## src/rtl/bump_conditioner.sv

```systemverilog
// Bumper input conditioner: per channel a 2-flop synchronizer, a counter-based
// debounce and a minimum-assertion stretch so that even a short qualifying bump
// stays low across at least one edge of the slow bump-reaction FSM clock.

module bump_channel #(
    parameter int DEBOUNCE_CYCLES = 20800,
    parameter int HOLD_CYCLES     = 2200000,
    parameter int CW              = 22
) (
    input  logic clk,
    input  logic reset,
    input  logic raw,
    output logic bump,
    output logic evt
);

    // State bit 1 is the "pressed" flag, so the conditioned output is one
    // flop bit and cannot glitch while the state register changes.
    localparam logic [1:0] REL  = 2'b00;
    localparam logic [1:0] DB_P = 2'b01;
    localparam logic [1:0] PRS  = 2'b10;
    localparam logic [1:0] DB_R = 2'b11;

    localparam logic [CW-1:0] DB_LAST   = CW'(DEBOUNCE_CYCLES - 1);
    localparam logic [CW-1:0] HOLD_LAST = CW'(HOLD_CYCLES - 1);

    logic          s1;
    logic          s2;
    logic [1:0]    state;
    logic [CW-1:0] cnt;
    logic [CW-1:0] hcnt;

    // Two-flop synchronizer; idles high because the switch is active-low.
    always_ff @(posedge clk or negedge reset) begin
        if (!reset) begin
            s1 <= 1'b1;
            s2 <= 1'b1;
        end else begin
            s1 <= raw;
            s2 <= s1;
        end
    end

    // Debounce/stretch state machine with its debounce and hold counters.
    always_ff @(posedge clk or negedge reset) begin
        if (!reset) begin
            state <= REL;
            cnt   <= '0;
            hcnt  <= '0;
            evt   <= 1'b0;
        end else begin
            evt <= 1'b0;
            case (state)
                REL: begin
                    if (!s2) begin
                        state <= DB_P;
                        cnt   <= '0;
                    end
                end
                DB_P: begin
                    if (s2) begin
                        state <= REL;
                    end else if (cnt == DB_LAST) begin
                        state <= PRS;
                        hcnt  <= '0;
                        evt   <= 1'b1;
                    end else begin
                        cnt <= cnt + 1'b1;
                    end
                end
                PRS: begin
                    if (hcnt != HOLD_LAST) begin
                        hcnt <= hcnt + 1'b1;
                    end
                    if (s2 && (hcnt == HOLD_LAST)) begin
                        state <= DB_R;
                        cnt   <= '0;
                    end
                end
                DB_R: begin
                    if (!s2) begin
                        state <= PRS;
                    end else if (cnt == DB_LAST) begin
                        state <= REL;
                    end else begin
                        cnt <= cnt + 1'b1;
                    end
                end
                default: begin
                    state <= REL;
                end
            endcase
        end
    end

    assign bump = ~state[1];

endmodule

module bump_conditioner #(
    parameter int DEBOUNCE_CYCLES = 20800,
    parameter int HOLD_CYCLES     = 2200000,
    parameter int CW              = 22
) (
    input  logic clk,
    input  logic reset,
    input  logic R_raw,
    input  logic L_raw,
    output logic R_bump,
    output logic L_bump,
    output logic R_evt,
    output logic L_evt
);

    bump_channel #(
        .DEBOUNCE_CYCLES (DEBOUNCE_CYCLES),
        .HOLD_CYCLES     (HOLD_CYCLES),
        .CW              (CW)
    ) u_right (
        .clk   (clk),
        .reset (reset),
        .raw   (R_raw),
        .bump  (R_bump),
        .evt   (R_evt)
    );

    bump_channel #(
        .DEBOUNCE_CYCLES (DEBOUNCE_CYCLES),
        .HOLD_CYCLES     (HOLD_CYCLES),
        .CW              (CW)
    ) u_left (
        .clk   (clk),
        .reset (reset),
        .raw   (L_raw),
        .bump  (L_bump),
        .evt   (L_evt)
    );

endmodule

```

## config.mk

```make
export PLATFORM = sky130hd
export DESIGN_NAME = bump_conditioner
export DESIGN_NICKNAME = d
export VERILOG_FILES = /design/src/rtl/bump_conditioner.sv
export SDC_FILE = /design/constraint.sdc
export NUM_CORES = 1
export LEC_CHECK = 0
export ABC_AREA = 1
export CAP_MARGIN = 20
export CORE_ASPECT_RATIO = 0.5
export CORE_MARGIN = 10
export CORE_UTILIZATION = 45
export CTS_BUF_LIST = sky130_fd_sc_hd__clkbuf_8
export DETAILED_ROUTE_END_ITERATION = 10
export PLACE_DENSITY = 0.63
export SLEW_MARGIN = 5
export SYNTH_ARGS = -nofsm -noshare
export SYNTH_HDL_FRONTEND = slang
export SYNTH_SLANG_ARGS = --single-unit
```

## constraint.sdc

```tcl
create_clock -name clk -period 2 [get_ports clk]
set_input_delay 0.3 -clock clk [delete_from_list [all_inputs] [get_ports clk]]
set_output_delay 0.3 -clock clk [all_outputs]
set_load 0.01 [all_outputs]
```

[Word level (Yosys, flattened, before mapping)]
Cells that the tools add are included.
Word-level totals
  flip-flop bits (word level): 98
  bits in latches: 0
  RAM bits: 0
  bits in read-only memories: 0
  bits of input ports: 4
  logic and storage cells: 98
  memories kept: 0
Cells by class
  $add $sub $neg: 4
  $mul: 0
  divide/modulo/power cells: 0
  $lt $le $gt $ge: 0
  eq/ne operators: 28
  shifts and indexed selects: 0
  multiplexer cells: 40
  bitwise operators: 2
  reduce and logical (&&, ||, !) cells: 12
Operator list (count)
  $mux W22: 16
  $pmux W22 S4: 2
  $add A22 B1 Y22 const B: 4
  $pmux W22 S2: 2
  $eq A22 B15 Y1 const B: 2
  $eq A22 B22 Y1 const B: 2
  $ne A22 B22 Y1 const B: 2
  $mux W2: 12
  $reduce_and A4 Y1: 6
  $ne A2 B1 Y1 const B: 8
  $pmux W2 S4: 2
  $eq A2 B2 Y1 const B: 4
  $ne A2 B2 Y1 const B: 4
  $mux W1: 6
  $ne A3 B1 Y1 const B: 2
  $ne A3 B3 Y1 const B: 2
  $eq A2 B1 Y1 const B: 2
  $logic_not A2 Y1: 2
  $reduce_bool A2 Y1: 2
  $logic_and A1 B1 Y1: 2
  $not A1 Y1: 2

[Logic depth before layout (Yosys ltp)]
Gate-level depths: netlist of the first run.
  depth in word-level cells: 4
  mapped depth: 12
  depth with buffers taken out: 11

[Modules after synthesis]
A second synthesis of the first run with hierarchy kept.
Second synthesis, totals
  cells, all modules: 998
  area, all modules: 6681.4 sq um
Modules (own cells, without submodules)
  bump_channel: times used 2, cells each 499, area each 3340.7 sq um, sequential area each 1228.7 sq um

[Worst setup path before layout of the first run]
OpenSTA, ideal clock, no wires.
  path type: register to register
  from: register u_left.hcnt[0]
  to: register u_left.hcnt[15]
  library setup time: 0.117 ns
  arrival time: 1.555 ns
  data required time: 1.883 ns
  slack: 0.328 ns
  stages on the path, launching flop included: 11
  path buffers: 2
  clock period less this slack: 1.672 ns
  path through: dfrtp_1 -> ha_1 -> nand3_2 -> nor2_4 -> nand3_4 -> nand2_4 -> buf_6 -> nand2_2 -> buf_6 -> nand2_1 -> nand2_1
On the way
  longest elaborated chain between the ends: 3
RTL lines
  from (decl): RTL line 31  | logic [CW-1:0] hcnt;
  from (signal assigned): RTL line 73  | hcnt <= hcnt + 1'b1;
  $add A22 B1 Y22 / $ne A22 B22 Y1 (equally long branches): RTL line 73, 72
  $mux W22 / $ne A2 B1 Y1 (equally long branches)
  $pmux W22 S2 / $reduce_and A4 Y1 (equally long branches)
Parallel ways exist; a longest one is shown, timed or not. The select of a mux whose other input is x is not followed.
A chain may end at the register's enable or synchronous reset.

[Worst setup path after layout of the first run]
  from: register u_left.cnt[1]
  to: register u_left.hcnt[9]
On the way
  longest elaborated chain between the ends: 3
RTL lines
  from (decl): RTL line 30  | logic [CW-1:0] cnt;
  from (signal assigned): RTL line 68  | cnt <= cnt + 1'b1;
  from (signal assigned): RTL line 86  | cnt <= cnt + 1'b1;
  $eq A22 B15 Y1: RTL line 63  | end else if (cnt == DB_LAST) begin
  $ne A2 B1 Y1 (no source line)
  $reduce_and A4 Y1 (no source line)
Every way passes these cells.

==> impl_metrics.env, run 1 <==
export IMPL_dp_hpwl_um=11600
export IMPL_rsz0062_at_grt="no"
export IMPL_drive_gt1_frac=0.0998
export IMPL_wl_per_cell_um=13.3
export IMPL_post_route_util=0.525
export IMPL_share_seq_of_total_power=0.478
export IMPL_dieArea_sq_mm=0.0198
export IMPL_grt_overflow=0
export IMPL_cts_buffers=9
export IMPL_hold_viol=0
export IMPL_status="finished, final reports clean"
export IMPL_path_clk_slew_ns=0.11
export IMPL_port_buffers=7
export IMPL_antenna_found_initial=0
export IMPL_worst_setup_path_type="flip-flop to flip-flop"
export IMPL_fill_cells=1397
export IMPL_holdWs_ns=0.332
export IMPL_fin_setup_tns_ns=0
export IMPL_dieWidth_um=189
export IMPL_period_share=0.928
export IMPL_finalCriticalPeriod_ns=1.86
export IMPL_die_y_um=105
export IMPL_p_sw_w=0.00161
export IMPL_grt_use_total=0.161
export IMPL_firstDrtPassIters=7
export IMPL_power_density_mw_per_mm2=624
export IMPL_syn_nets=982
export IMPL_p_sw_frac=0.357
export IMPL_clockPowerShare=0.296
export IMPL_place_gp_congestion=0.899
export IMPL_htree_levels=3
export IMPL_p_comb_frac=0.226
export IMPL_cts_root_buf="clkbuf_8"
export IMPL_finalSetupViolCount=0
export IMPL_grt_pass1_vias=5669
export IMPL_syn_cell_area_sq_mm=0.00646
export IMPL_finalMaxSlewViolations=0
export IMPL_drc_errors=0
export IMPL_end_kind="flip-flop"
export IMPL_synth_edf_count=0
export IMPL_yosysWarnings=0
export IMPL_finalClockSkew_ns=0.0152
export IMPL_power_internal_w=0.00291
export IMPL_yosysSeqAreaShare=0.380
export IMPL_slew_headroom=0.662
export IMPL_nNetsFinal=1025
export IMPL_layout_cells_non_filler=1214
export IMPL_ant_nets=0
export IMPL_cp_start_kind="flip-flop"
export IMPL_placedCellCount=1193
export IMPL_hold_path_class="input port to flip-flop"
export IMPL_initial_core_util=0.468
export IMPL_area_growth_pct=12.3
export IMPL_vias_per_cell=5.16
export IMPL_grt_max_degree=55
export IMPL_cts_num_sinks=98
export IMPL_core_rowCount=30
export IMPL_diodes=0
export IMPL_wirelength_um=16200
export IMPL_synth_cell_types=34
export IMPL_clock_latency_ns=0.38
export IMPL_via_count=6259
export IMPL_clk_path_buf_depth=2
export IMPL_leakage_nw=3.09
export IMPL_critPathMaxFanout=9
export IMPL_async_flop_share=1.00
export IMPL_grt_pass1_wl_um=27400
export IMPL_worstMarginPinSlew_ns=0.506
export IMPL_arrival_ns=2.11
export IMPL_synth_seq_cells=98
export IMPL_ys_flop_type="dfrtp_1"
export IMPL_cts_tree="yes"
export IMPL_avgSynthCellArea_sq_um=6.63
export IMPL_drt_initial_drc_count=453
export IMPL_fmax_ghz=0.539
export IMPL_drv_cap=0
export IMPL_io_pins=8
export IMPL_syn_inst=974
export IMPL_fp_coreArea_sq_mm=0.0138
export IMPL_irDropWorstVdd_uv=507
export IMPL_cp_required_ns=2.25
## timing repair
action,in CTS,in global routing
gates resized for setup,1,10
pin swaps,0,2
endpoints found under the hold margin,29,0
setup endpoints to repair,20,50
gates cloned,0,2
hold buffers,1,0
buffers inserted,0,2
## power groups by stage
stage	Combinational (W)	Clock, W	Sequential [W]
floorplan	0.000659	0	0.00216
CTS	0.000829	0.00139	0.00216
finish	0.00102	0.00134	0.00216
global route	0.00112	0.00147	0.00218
detailed placement	0.000822	0	0.00220
global placement	0.000817	0	0.00219
## metrics by stage
step                total power, W  setup WS [ns]  cell area, sq um
detailed placement         0.00302        -0.0421              6970
global route               0.00477        0.00128              7250
CTS                        0.00437         0.0602              7170
global placement           0.00301         0.0544              6970
finish                     0.00452          0.144              7250
floorplan                  0.00282          0.328              6460
## layout make-up
class                      instances  area, sq um  share of cell area
sequential                        98         2460               0.339
multi-input combinational        781         3620               0.499
clock buffer                       9          124              0.0171
tap                              192          240              0.0331
inverter                          73          277              0.0381
clock inverter                     7         68.8             0.00949
timing repair buffer              54          464              0.0640
## critical path, stage by stage (launching register included)
cell and delay, ns:
dfrtp_1 0.38, ha_1 0.25, nand2_2 0.10, nor2_4 0.13, nand3_1 0.10, nor2_2 0.17
nand4_1 0.11, buf_4 0.17, buf_4 0.17, nand3_1 0.07, o21ai_0 0.09
## flip-flops by register name (all words and copies together), names as in the netlist, named ones only
| signal | cells |
|---|---|
| u_left.cnt | 22 |
| u_left.evt | 1 |
| u_left.hcnt | 22 |
| u_left.s1 | 1 |
| u_left.s2 | 1 |
| u_left.state | 1 |
| u_right.cnt | 22 |
| u_right.evt | 1 |
| u_right.hcnt | 22 |
| u_right.s1 | 1 |
| u_right.s2 | 1 |
| u_right.state | 1 |
## final timing paths
| kind | end | slack (ns) | start | cells after the start |
|---|---|---|---|---|
| max in group asynchronous | u_right.s2 | 0.87 | reset | 3 |
| worst min register to register | u_left.s2 | 0.36 | u_left.s1 | 0 |
| worst max register to register | u_left.hcnt[9] | 0.14 | u_left.cnt[1] | 10 |
| min in group asynchronous | u_left.hcnt[19] | 0.40 | reset | 2 |
| worst max-delay path | u_left.hcnt[9] | 0.14 | u_left.cnt[1] | 10 |
| worst min-delay path | u_left.s1 | 0.33 | L_raw | 1 |
## Yosys cell counts (3+ instances only)
library cell | number | area [sq um]
dfrtp_1 | 94 | 2350
nor3_1 | 12 | 60.1
clkbuf_1 | 7 | 26.3
nand4_1 | 20 | 125
nand2_2 | 4 | 25.0
o21bai_1 | 6 | 45.0
o22ai_1 | 3 | 18.8
dfstp_2 | 4 | 105
nand2_1 | 341 | 1280
nand3_1 | 102 | 510
inv_1 | 70 | 263
nor2_1 | 176 | 661
buf_6 | 8 | 90.1
ha_1 | 4 | 50.1
buf_2 | 5 | 25.0
inv_2 | 3 | 11.3
o21ai_1 | 26 | 130
buf_4 | 4 | 30.0
o21ai_0 | 20 | 100
xor2_1 | 24 | 210
or2_2 | 10 | 62.6
nor3b_1 | 3 | 22.5
xnor2_1 | 10 | 87.6
nor2_4 | 4 | 45.0
## logic make-up (layout without fill, tap and decap cells)
| kind of cell | Yosys count | after routing | synth area share |
|---|---|---|---|
| AO/OA/AOI/OAI | 58 | 58 | 0.0488 |
| AND/OR/NAND/NOR | 683 | 685 | 0.448 |
| flip-flops | 98 | 98 | 0.380 |
| adder cells (fa/ha/maj) | 4 | 4 | 0.00775 |
| XOR/XNOR | 34 | 34 | 0.0461 |
| buffers and inverters | 97 | 143 | 0.0689 |
## metal layers
| layer | vias to the layer above | routed length [um] | track usage |
|---|---|---|---|
| met2 | 165 | 6890 | 0.243 |
| met5 | - | 0 | 0 |
| met1 | 2904 | 8270 | 0.233 |
| li1 | 3175 | - | - |
| met4 | 0 | 143 | 0.0377 |
| met3 | 15 | 892 | 0.0289 |
## placed cells by master, fill, tap and decap left out, types with 2 or more instances in the layout
cell type,count
buf_12,3
buf_4,43
clkbuf_8,9
clkdlybuf4s50_1,6
clkinv_2,2
dfrtp_1,93
dfstp_2,4
ha_1,4
inv_1,71
inv_2,2
inv_6,2
nand2_1,339
nand2_2,4
nand2_4,4
nand2_8,2
nand3_1,102
nand3_2,2
nand3b_1,2
nand4_1,20
nor2_1,175
nor2_2,2
nor2_4,5
nor3_1,12
nor3b_1,3
o21ai_0,20
o21ai_1,26
o21bai_1,6
o22ai_1,3
or2_2,10
xnor2_1,10
xor2_1,24
No activity file was read; power rests on OpenSTA's default activity.
==> run 2, diff against run 1 <==
Settings changed: ABC_CLOCK_PERIOD_IN_PS from default to 2000, CORE_MARGIN 10 to 3.
==> run 2 against run 1 <==
Effect of this change:
- setup slack improved by 0.020 ns
- non-clock buffer count decreased by 6
- via count decreased by 2.5%
- register-to-register slack improved by 0.02 ns
- global-route usage increased by 4.0 points
- clock-buffer cell count increased by 2
- sequential share of layout area increased by 0.56 points
- clock power decreased by 8%
- critical endpoint is now u_left.cnt[6]
- worst hold slack improved by 0.0025 ns
- sequential cell count unchanged
- first-iteration DRC count decreased by 3.8%
- clock skew decreased by 0.0017 ns
- highest routed layer unchanged
==> impl_metrics.env, run 2 (synthesis gave the netlist of run 1 again) <==
export IMPL_status="finished, final reports clean"
export IMPL_grt_pass1_vias=5722
export IMPL_p_comb_frac=0.208
export IMPL_nNetsFinal=1017
export IMPL_grt_max_degree=46
export IMPL_post_route_util=0.518
export IMPL_period_share=0.918
export IMPL_port_buffers=7
export IMPL_use_met2=0.336
export IMPL_cp_required_ns=2.26
export IMPL_drive_gt1_frac=0.0917
export IMPL_p_sw_w=0.00143
export IMPL_drc_errors=0
export IMPL_rsz0062_at_grt="no"
export IMPL_regArea_sq_mm=0.00246
export IMPL_antenna_found_initial=0
export IMPL_p_sw_frac=0.335
export IMPL_slew_headroom=0.678
export IMPL_clock_latency_ns=0.37
export IMPL_area_growth_pct=10.4
export IMPL_htree_levels=3
export IMPL_dp_slack_ns=-0.0102
export IMPL_hold_path_class="input port to flip-flop"
export IMPL_grtUsageMet3=0.0302
export IMPL_die_y_um=90.7
export IMPL_setup_slack_ns=0.164
export IMPL_share_seq_of_total_power=0.503
export IMPL_cp_start_kind="flip-flop"
export IMPL_cts_root_buf="clkbuf_8"
export IMPL_core_rowCount=30
export IMPL_finalClockSkew_ns=0.0135
export IMPL_leakage_nw=3.03
export IMPL_path_clk_slew_ns=0.11
export IMPL_dp_hpwl_um=11400
export IMPL_holdWs_ns=0.335
export IMPL_clk_path_buf_depth=2
export IMPL_fmax_ghz=0.545
export IMPL_placedCellCount=1188
export IMPL_dieWidth_um=175
export IMPL_firstDrtPassIters=5
export IMPL_diodes=0
export IMPL_fill_cells=1406
export IMPL_wirelength_um=15500
export IMPL_hold_viol=0
export IMPL_final_common_cell="nand2_1"
export IMPL_clockPowerShare=0.289
export IMPL_end_kind="flip-flop"
export IMPL_vias_per_cell=5.06
export IMPL_critPathMaxFanout=22
export IMPL_drt_initial_drc_count=436
export IMPL_fp_coreArea_sq_mm=0.0138
export IMPL_worst_setup_path_type="flip-flop to flip-flop"
export IMPL_power_internal_w=0.00284
export IMPL_dieArea_sq_mm=0.0159
export IMPL_ant_nets=0
export IMPL_io_pins=8
export IMPL_grt_use_total=0.202
export IMPL_busiest_layer="met2"
export IMPL_cts_buffers=9
export IMPL_finalCriticalPeriod_ns=1.84
export IMPL_initial_core_util=0.469
export IMPL_layout_cells_non_filler=1206
export IMPL_worstMarginPinSlew_ns=0.481
export IMPL_finalSetupViolCount=0
export IMPL_via_count=6101
export IMPL_met1_usage=0.276
export IMPL_irDropWorstVdd_uv=424
export IMPL_cts_num_sinks=98
export IMPL_wl_per_cell_um=12.8
export IMPL_grt_overflow=0
export IMPL_layout_common_cells="341 x nand2_1, 174 x nor2_1, 102 x nand3_1, 93 x dfrtp_1, 72 x inv_1"
export IMPL_multi_input_area_sq_mm=0.00357
export IMPL_drv_cap=0
export IMPL_grt_pass1_wl_um=26900
export IMPL_finalMaxSlewViolations=0
export IMPL_arrival_ns=2.09
export IMPL_place_gp_congestion=0.901
export IMPL_cts_tree="yes"
export IMPL_power_density_mw_per_mm2=598
-- run 2: cell count changes in the layout (fill, tap and decap cells not counted), sizes merged --
cell,previous run,this run
buf,47,41
inv,76,75
clkbuf,9,11
bufinv,1,0
nand2,349,347
-- run 2: final cells by class --
class | count | area share
Clock inverter | 5 | 0.00456
Inverter | 73 | 0.0384
Timing Repair Buffer | 48 | 0.0570
Tap cell | 192 | 0.0337
Sequential cell | 98 | 0.345
Clock buffer | 11 | 0.0212
Multi-Input combinational cell | 779 | 0.501
-- run 2: worst max-delay path, cell delays in order, from the launching register on --
cell and delay (ns):
dfrtp_1 0.41, ha_1 0.21, nand3_2 0.11, nor2_4 0.14, nand3_4 0.11, nand2_4 0.09, buf_6 0.19, nand3_1 0.09
buf_4 0.22, nand2_1 0.09, nand2_1 0.05
-- run 2: path summary, 6_finish.rpt --
| kind | from | end | slack [ns] | cells after the start |
|---|---|---|---|---|
| setup / recovery | u_left.hcnt[1] | u_left.cnt[6] | 0.16 | 10 |
| hold / removal | L_raw | u_left.s1 | 0.33 | 1 |
| setup reg to reg | u_left.hcnt[1] | u_left.cnt[6] | 0.16 | 10 |
| hold reg to reg | u_left.s1 | u_left.s2 | 0.36 | 0 |
| max in group asynchronous | reset | u_right.s1 | 0.91 | 3 |
| min in group asynchronous | reset | u_left.hcnt[6] | 0.41 | 2 |
-- run 2: stage by stage --
stage / area [sq um] / TNS, ns / power (W)
floorplan: 6460 / 0 / 0.00282
global placement: 6920 / 0 / 0.00305
detailed placement: 6920 / -0.0148 / 0.00308
CTS: 7110 / 0 / 0.00434
global route: 7130 / 0 / 0.00452
finish: 7130 / 0 / 0.00427
-- run 2: per-layer routing --
| metal | wire length, um | part of all wire |
|---|---|---|
| met5 | 0 | 0 |
| met4 | 230 | 0.015 |
| met1 | 7540 | 0.49 |
| met3 | 471 | 0.030 |
| met2 | 7230 | 0.47 |
-- run 2: power groups by stage --
stage | clock network (W) | registers [W] | logic [W]
6_report | 0.00123 | 0.00215 | 0.000888
2_1_floorplan | 0 | 0.00216 | 0.000659
3_3_place_gp | 0 | 0.00218 | 0.000871
5_1_grt | 0.00136 | 0.00216 | 0.00100
3_5_place_dp | 0 | 0.00219 | 0.000889
4_1_cts | 0.00129 | 0.00215 | 0.000892
-- run 2: what timing repair did --
action                     in CTS  in global routing
hold buffers                    1                  0
resized for setup               1                  5
setup endpoints to repair      20                 30
setup buffers                   0                  1
hold endpoints to repair       27                  0
pin swaps                       0                  1
